File: src/rtl/debounce_if.sv
// Debouncer signal bundle: raw button level in, filtered level out.
// The driving side (button front end) uses master; the debouncer uses slave.
interface debounce_if;
  logic noisy;
  logic clean;

  modport master (output noisy, input  clean);
  modport slave  (input  noisy, output clean);
endinterface

File: src/rtl/debounce.sv
// Two-flop synchronizer plus stability filter: clean follows noisy once it holds for DELAY cycles.
// Latency DELAY+3 cycles for rising and falling edges; level output, no backpressure.
module debounce #(
  parameter int unsigned DELAY = 100000,
  parameter int unsigned CW    = $clog2(DELAY) + 1
) (
  input logic       clk,
  input logic       rst_n,
  debounce_if.slave bus
);

  localparam logic [CW-1:0] CNT_LAST = CW'(DELAY - 1);

  logic          s1_q, s1_d;
  logic          s2_q, s2_d;
  logic          cand_q, cand_d;
  logic          clean_q, clean_d;
  logic [CW-1:0] cnt_q, cnt_d;

  always_comb begin
    s1_d    = bus.noisy;
    s2_d    = s1_q;
    cand_d  = cand_q;
    cnt_d   = cnt_q;
    clean_d = clean_q;
    // Any disagreement restarts the stability window; a full window commits the level.
    if (s2_q != cand_q) begin
      cand_d = s2_q;
      cnt_d  = '0;
    end else if (cnt_q == CNT_LAST) begin
      clean_d = cand_q;
    end else begin
      cnt_d = cnt_q + 1'b1;
    end
  end

  always_ff @(posedge clk or negedge rst_n) begin
    if (!rst_n) begin
      s1_q    <= 1'b0;
      s2_q    <= 1'b0;
      cand_q  <= 1'b0;
      cnt_q   <= '0;
      clean_q <= 1'b0;
    end else begin
      s1_q    <= s1_d;
      s2_q    <= s2_d;
      cand_q  <= cand_d;
      cnt_q   <= cnt_d;
      clean_q <= clean_d;
    end
  end

  assign bus.clean = clean_q;

endmodule

File: src/flat_wrapper.sv
// flat-port wrapper written by rule: the top's interface ports become plain ports
module debounce_flat 
#(
  parameter int unsigned DELAY = 100000,
  parameter int unsigned CW    = $clog2(DELAY) + 1
)
  (clk, rst_n, bus_noisy, bus_clean);
  debounce_if bus_i ();
  input logic clk;
  input logic rst_n;
  input wire logic [$bits(bus_i.noisy)-1:0] bus_noisy;
  output wire logic [$bits(bus_i.clean)-1:0] bus_clean;
  assign bus_i.noisy = bus_noisy;
  assign bus_clean = bus_i.clean;
  debounce #(.DELAY(DELAY), .CW(CW)) u_core (.clk(clk), .rst_n(rst_n), .bus(bus_i));
endmodule
File: config.mk
export PLATFORM = sky130hd
export DESIGN_NAME = debounce_flat
export DESIGN_NICKNAME = d
export VERILOG_FILES = /design/src/rtl/debounce_if.sv /design/src/rtl/debounce.sv /design/src/flat_wrapper.sv
export SDC_FILE = /design/constraint.sdc
export NUM_CORES = 1
export LEC_CHECK = 0
export CORE_ASPECT_RATIO = 1.75
export CORE_MARGIN = 1
export CORE_UTILIZATION = 35
export CTS_CLUSTER_DIAMETER = 120
export CTS_CLUSTER_SIZE = 16
export DETAILED_ROUTE_END_ITERATION = 16
export SLEW_MARGIN = 0
export SYNTH_ARGS = -nofsm -noshare
export SYNTH_HDL_FRONTEND = slang
export SYNTH_SLANG_ARGS = --single-unit
File: constraint.sdc
create_clock -name clk -period 2.4 [get_ports clk]
set_clock_uncertainty 0.15 [all_clocks]
set_input_delay 0.48 -clock clk [delete_from_list [all_inputs] [get_ports clk]]
set_output_delay 0.48 -clock clk [all_outputs]
set_load 0.02 [all_outputs]
# --- Word-level counts from Yosys, hierarchy flattened ---
# Cells that the tools add are included.
op_classes:
  n_addsub: 1
  eq_ne: 3
  muxes: 2
  bitwise_logic: 1
  reduce_logical: 1
op_table:
  columns: ["op", "n"]
  rows:
  - ["two-way mux 18 bit", 2]
  - ["adder 18 x 1 -> 18 bit, second input constant", 1]
  - ["== test 18 x 17 -> 1 bit, second input constant", 1]
  - ["inequality test 2 x 1 -> 1 bit, second input constant", 1]
  - ["AND reduction 2 bit", 1]
  - ["inequality test 1 bit", 1]
  - ["inverter 1 bit", 1]
word_totals:
  ff_bits: 22
  in_bits: 3
  output_inout_bits: 1
  word_cells: 13

# --- Longest topological paths before layout ---
# Gate-level depths: netlist (run 1).
logic_depth:
  depth_word: 3
  mapped_depth: 6
  ltp_nobuf: 5

# --- Least setup slack after synthesis (run 1) ---
# OpenSTA, ideal clock, no wires.
synth_path:
  path_kind: "flip-flop to flip-flop"
  from: "register u_core.cnt_q[6]"
  to: "register u_core.clean_q, in the netlist u_core.bus.clean"
  setup_time_ns: 0.134
  t_arrival_ns: 1.705
  required_time_ns: 2.116
  path_slack_ns: 0.411
  stages_incl_launch_ff: 5
  n_path_buf: 0
  period_less_slack_ns: 1.989
  path_cell_list: "dfrtp_1 > or4_4 > or4_4 > o21ai_1 > o211ai_1"
synth_via:
  elab_chain_len: 2
synth_lines:
  columns: ["element", "line", "text"]
  rows:
  - ["from (decl)", "debounce.sv:18", "logic [CW-1:0] cnt_q, cnt_d;"]
  - ["from (signal assigned)", "debounce.sv:48", "cnt_q <= cnt_d;"]
  - ["== test 18 x 17 -> 1 bit", "debounce.sv:30", "end else if (cnt_q == CNT_LAST) begin"]
  - ["AND reduction 2 bit (no source line)", null, null]
  - ["to (signal assigned)", "debounce.sv:49", "clean_q <= clean_d;"]
  - ["to (decl)", "debounce.sv:17", "logic clean_q, clean_d;"]
# Every way passes these cells.
# A chain may end at the register's enable or synchronous reset.

# --- Final worst setup path (run 1) ---
layout_path:
  from: "register u_core.cnt_q[6]"
  to: "register u_core.cnt_q[4]"
layout_via:
  elab_chain_len: 2
layout_lines:
  columns: ["element", "line"]
  rows:
  - ["== test 18 x 17 -> 1 bit", "debounce.sv:30"]
  - ["inequality test 2 x 1 -> 1 bit (no source line)", null]
# Every way passes these cells.

==> flow_metrics.env, run 1 <==
export IMPL_status="finished clean"
export IMPL_gp_congestion=0.764
export IMPL_cp_end_kind="flip-flop"
export IMPL_critical_path_max_fanout=6
export IMPL_place_ws_ns=0.286
export IMPL_grt_pass1_vias=854
export IMPL_clock_sinks=22
export IMPL_start_kind="flip-flop"
export IMPL_power_mw=0.655
export IMPL_netlist_area_leader_share=0.512
export IMPL_die_w_um=43.9
export IMPL_tns_ns=0
export IMPL_std_cell_rows=26
export IMPL_die_h_um=75.4
export IMPL_fin_nets=119
export IMPL_arrival_ns=2.13
export IMPL_yosysTopAreaCell="dfrtp_1"
export IMPL_finalCritPeriodShare=0.881
export IMPL_hold_violations=0
export IMPL_clock_latency_ns=0.26
export IMPL_cts_tree="done"
export IMPL_max_slew_worst_pin_slew_ns=0.446
export IMPL_critPathSlowestCell="or4_4"
export IMPL_ant_nets=0
export IMPL_syn_nets=110
export IMPL_htree_levels=1
export IMPL_core_sq_um=2930
export IMPL_grt_start_max_net_pins=23
export IMPL_fin_worst_hold_slack_ns=0.214
export IMPL_antenna_cells=0
export IMPL_ys_seq_area_frac=0.512
export IMPL_async_flop_share=1.00
export IMPL_r2r_slack_ns=0.29
export IMPL_fmax_ghz=0.473
export IMPL_root_buffer="clkbuf_8"
export IMPL_met1_length_um=913
export IMPL_power_density_nw_per_um2=549
export IMPL_rsz0062_at_grt="false"
export IMPL_ys_top_cells_by_area="dfrtp_1 (51%), xor2_1 (5.7%), nand2_1 (3.1%)"
export IMPL_hold_buffers=0
export IMPL_grt_pass1_wl_mm=3.82
export IMPL_min_path_type="reg2reg"
export IMPL_track_usage=0.156
export IMPL_vias=801
export IMPL_drc=0
export IMPL_start_util=0.368
export IMPL_place_inst=138
export IMPL_max_stage_delay_ns=0.53
export IMPL_final_common_cell="dfrtp_1"
export IMPL_fin_ws_ns=0.287
export IMPL_drt_iter0_drc=41
export IMPL_clk_pin_slew_ns=0.08
export IMPL_yosys_warnings=0
export IMPL_crit_required_ns=2.42
export IMPL_cts_buffers=3
export IMPL_cp_top_family="simple AND/OR/NAND/NOR gates"
export IMPL_grt_ovfl_total=0
export IMPL_post_cts_buffers=0
export IMPL_cts_buffer_depth=2
export IMPL_antenna_found_initial=0
export IMPL_firstDrtPassIters=6
export IMPL_path_class="reg2reg"
export IMPL_synth_distinct_cells=33
export IMPL_hpwl_mm=1.61
export IMPL_final_cell_mix="dfrtp_1 (22), nand2_1 (9), nor2_1 (9), xor2_1 (7)"
export IMPL_area_delta_synth_final_pct=10.9
export IMPL_die_area_sq_um=3310
export IMPL_fin_crit_ns=2.11
export IMPL_met3_length_um=36
export IMPL_wl_mm=2.20
export IMPL_syn_area_per_cell_sq_um=10.2
export IMPL_ir_drop_mv=0.272
export IMPL_met2_length_mm=1.23
export IMPL_crit_chain="or4_4, nor4_1, nand2_1, a211oi_2"
export IMPL_dr_max_layer_used="met4"
export IMPL_finalMaxSlewViolations=0
export IMPL_post_cts_resized=0
export IMPL_maxCapViolCount=0
export IMPL_synth_flop_cell="dfrtp_1"
export IMPL_setup_violations_final=0
export IMPL_drive_gt1_frac=0.115
export IMPL_synth_area_sq_um=1080
export IMPL_portBuffers=3
export IMPL_io_pins=4
export IMPL_routedWlPerCell_um=15.6
export IMPL_final_cells=141
export IMPL_max_slew_margin_rel=0.700
export IMPL_via_per_inst=5.68
export IMPL_synth_edf_count=0
export IMPL_crit_buf_inv=0
export IMPL_synth_cells=106
export IMPL_ys_ff_latch=22
export IMPL_leakage_nw=0.475
area by class of cell:
cell class              instances  area [sq um]
fillers                       298          1730
flip-flops and latches         22           551
inverters                       2          7.51
repair buffers                  7          60.1
clock buffers                   3          41.3
well taps                      28          35.0
multi-input cells              79           499
routing by layer:
layer	global-route usage	up-vias
met5	0	-
met4	0.0572	0
met3	0.0284	2
met2	0.295	5
met1	0.168	392
li1	-	402
cell families (layout without fill, tap and decap cells):
logic type / after synthesis / count (layout) / synth area share
xor+xnor: 10 / 10 / 0.0814
buf+inv: 5 / 12 / 0.0244
compound gates: 21 / 21 / 0.124
fa+ha+maj: 1 / 1 / 0.0116
simple gates: 47 / 47 / 0.247
flops: 22 / 22 / 0.512
flip-flops by register name, indices dropped and copies added, names as in the netlist:
register          count
u_core.s1_q           1
u_core.bus.clean      1
u_core.cnt_q         18
u_core.cand_q         1
u_core.s2_q           1
synth_stat cells, types with 4 or more instances:
cell type	count
nand2_1	9
nor3_1	4
dfrtp_1	22
nand4_1	4
xor2_1	7
nor2_1	9
a21oi_1	5
nand3_1	5
through the flow:
stage	util	instance area [sq um]
2_1_floorplan	-	1080
3_3_place_gp	0.394	1150
3_5_place_dp	0.394	1150
4_1_cts	0.408	1190
5_1_grt	0.408	1190
6_report	0.408	1190
power by group:
part	internal (mW)	switching, mW	total (mW)
Clock	0.112	0.110	0.222
Sequential	0.381	0.0108	0.392
Combinational	0.0159	0.0252	0.0412
worst paths after layout:
path                                 start               to  depth (start not counted)
hold / removal                 u_core.s1_q      u_core.s2_q                          0
setup reg to reg           u_core.cnt_q[6]  u_core.cnt_q[4]                          4
max in group asynchronous            rst_n  u_core.cnt_q[3]                          2
setup / recovery           u_core.cnt_q[6]  u_core.cnt_q[4]                          4
hold reg to reg                u_core.s1_q      u_core.s2_q                          0
min in group asynchronous            rst_n      u_core.s1_q                          2
(Power assumes the default switching activity.)
==> run 2, diff against run 1 <==
--- a/config.mk
+++ b/config.mk
@@ -11,6 +11,7 @@
 export CTS_CLUSTER_DIAMETER = 120
 export CTS_CLUSTER_SIZE = 16
 export DETAILED_ROUTE_END_ITERATION = 16
+export PLACE_DENSITY = 0.61
 export SLEW_MARGIN = 0
 export SYNTH_ARGS = -nofsm -noshare
 export SYNTH_HDL_FRONTEND = slang
==> run 2 against run 1 <==
Via count up 3.4%; sequential power about the same; worst setup slack better by 0.035 ns; die area unchanged; largest cell class unchanged.
==> flow_metrics.env, run 2 (synthesis results as in run 1) <==
export IMPL_place_inst=138
export IMPL_intPower_mw=0.509
export IMPL_finalMaxSlewViolations=0
export IMPL_maxCapViolCount=0
export IMPL_hold_start="u_core.s1_q"
export IMPL_post_cts_resized=0
export IMPL_ir_drop_mv=0.208
export IMPL_crit_chain="or4_4, or4_4, o21ai_1, a21oi_1"
export IMPL_cts_buffers=3
export IMPL_max_slew_worst_pin_slew_ns=0.419
export IMPL_power_mw=0.658
export IMPL_crit_required_ns=2.40
export IMPL_final_cell_mix="dfrtp_1 (22), nand2_1 (9), nor2_1 (9), xor2_1 (7)"
export IMPL_hold_end="u_core.s2_q"
export IMPL_grt_start_max_net_pins=23
export IMPL_cp_end_kind="flip-flop"
export IMPL_start_kind="flip-flop"
export IMPL_critical_path_max_fanout=6
export IMPL_std_cell_rows=26
export IMPL_clkPwrFrac=0.342
export IMPL_die_w_um=43.9
export IMPL_drt_iter0_drc=28
export IMPL_power_density_nw_per_um2=552
export IMPL_status="finished clean"
export IMPL_power_frac_seq=0.595
export IMPL_cp_common_cell="or4_4"
export IMPL_cts_buffer_depth=2
export IMPL_grt_pass1_vias=849
export IMPL_hold_buffers=0
export IMPL_min_path_type="reg2reg"
export IMPL_max_stage_delay_ns=0.58
export IMPL_hpwl_mm=1.58
export IMPL_die_h_um=75.4
export IMPL_grt_pass1_wl_mm=3.78
export IMPL_rsz0062_at_grt="false"
export IMPL_via_per_inst=5.87
export IMPL_clock_sinks=22
export IMPL_power_switching_share=0.227
export IMPL_finalCritPeriodShare=0.866
export IMPL_cts_tree="done"
export IMPL_vias=828
export IMPL_place_ws_ns=0.340
export IMPL_core_sq_um=2930
export IMPL_finalInstanceArea_sq_um=1190
export IMPL_regToRegEndpoint="u_core.cnt_q[5]"
export IMPL_largest_register="u_core.cnt_q"
export IMPL_fmax_ghz=0.481
export IMPL_firstDrtPassIters=4
export IMPL_antenna_cells=0
export IMPL_hold_violations=0
export IMPL_track_usage=0.155
export IMPL_root_buffer="clkbuf_8"
export IMPL_switchingPower_mw=0.149
export IMPL_clk_pin_slew_ns=0.07
export IMPL_grt_ovfl_total=0
export IMPL_post_cts_buffers=0
export IMPL_arrival_ns=2.07
export IMPL_critPathSlowestCell="or4_4"
export IMPL_fin_crit_ns=2.08
export IMPL_fill_cells=286
export IMPL_wl_mm=2.14
export IMPL_leakage_nw=0.475
export IMPL_max_slew_margin_rel=0.718
export IMPL_htree_levels=1
export IMPL_clock_latency_ns=0.26
export IMPL_start_util=0.368
export IMPL_r2r_cells=4
export IMPL_drive_gt1_frac=0.115
export IMPL_final_common_cell="dfrtp_1"
export IMPL_ant_nets=0
export IMPL_fin_nets=119
export IMPL_fin_ws_ns=0.322
export IMPL_die_area_sq_um=3310
export IMPL_r2r_slack_ns=0.32
export IMPL_largest_reg_flops=18
export IMPL_io_pins=4
export IMPL_r2r_start="u_core.cnt_q[6]"
export IMPL_setup_violations_final=0
export IMPL_gp_congestion=0.830
export IMPL_placed_area_sq_um=1150
export IMPL_antenna_found_initial=0
export IMPL_hold_depth=0
export IMPL_comb_power_share=0.064
export IMPL_portBuffers=3
export IMPL_drc=0
export IMPL_final_cells=141
export IMPL_area_delta_synth_final_pct=10.9
export IMPL_path_class="reg2reg"
export IMPL_routedWlPerCell_um=15.2
export IMPL_tns_ns=0
-- run 2: worst max path at each step --
| stage | from | endpoint | slack [ns] | depth (start not counted) |
|---|---|---|---|---|
| 3_3_place_gp | u_core.cnt_q[6] | u_core.cnt_q[0] | 0.37 | 4 |
| 6_report | u_core.cnt_q[6] | u_core.cnt_q[5] | 0.32 | 4 |
| 5_1_grt | u_core.cnt_q[6] | u_core.cnt_q[4] | 0.22 | 4 |
| 4_1_cts | u_core.cnt_q[6] | u_core.bus.clean | 0.33 | 4 |
| 2_1_floorplan | u_core.cnt_q[6] | u_core.bus.clean | 0.41 | 4 |
| 3_5_place_dp | u_core.cnt_q[6] | u_core.bus.clean | 0.34 | 4 |
-- run 2: worst max-delay path: cells and delay by family, from the launching register on --
kind | cells | cell delay [ns]
simple gates | 2 | 1.11
flops | 1 | 0.44
compound gates | 2 | 0.26
-- run 2: routing by layer --
layer  GRT usage  wire [um]  up-vias
li1            -          -      404
met1       0.160        861      404
met2       0.295       1170       14
met3      0.0308         55        6
met4      0.0673         51        0
met5           0          0        -
-- run 2: final cells by class --
class	instances	area, sq um	share of cell area
multi-input cells	79	499	0.418
well taps	28	35.0	0.0294
repair buffers	7	60.1	0.0503
flip-flops and latches	22	551	0.461
inverters	2	7.51	0.00629
clock buffers	3	41.3	0.0346
-- run 2: through the flow --
stage,hold slack [ns],util
floorplan,0.0344,-
global placement,0.190,0.394
detailed placement,0.190,0.394
CTS,0.208,0.408
global route,0.212,0.408
finish,0.203,0.408
-- run 2: power groups by stage --
stage,registers [mW],clock network [mW],logic [mW]
2_1_floorplan,0.396,0,0.0229
3_3_place_gp,0.398,0,0.0425
3_5_place_dp,0.399,0,0.0426
4_1_cts,0.391,0.231,0.0426
5_1_grt,0.393,0.242,0.0500
6_report,0.392,0.225,0.0419
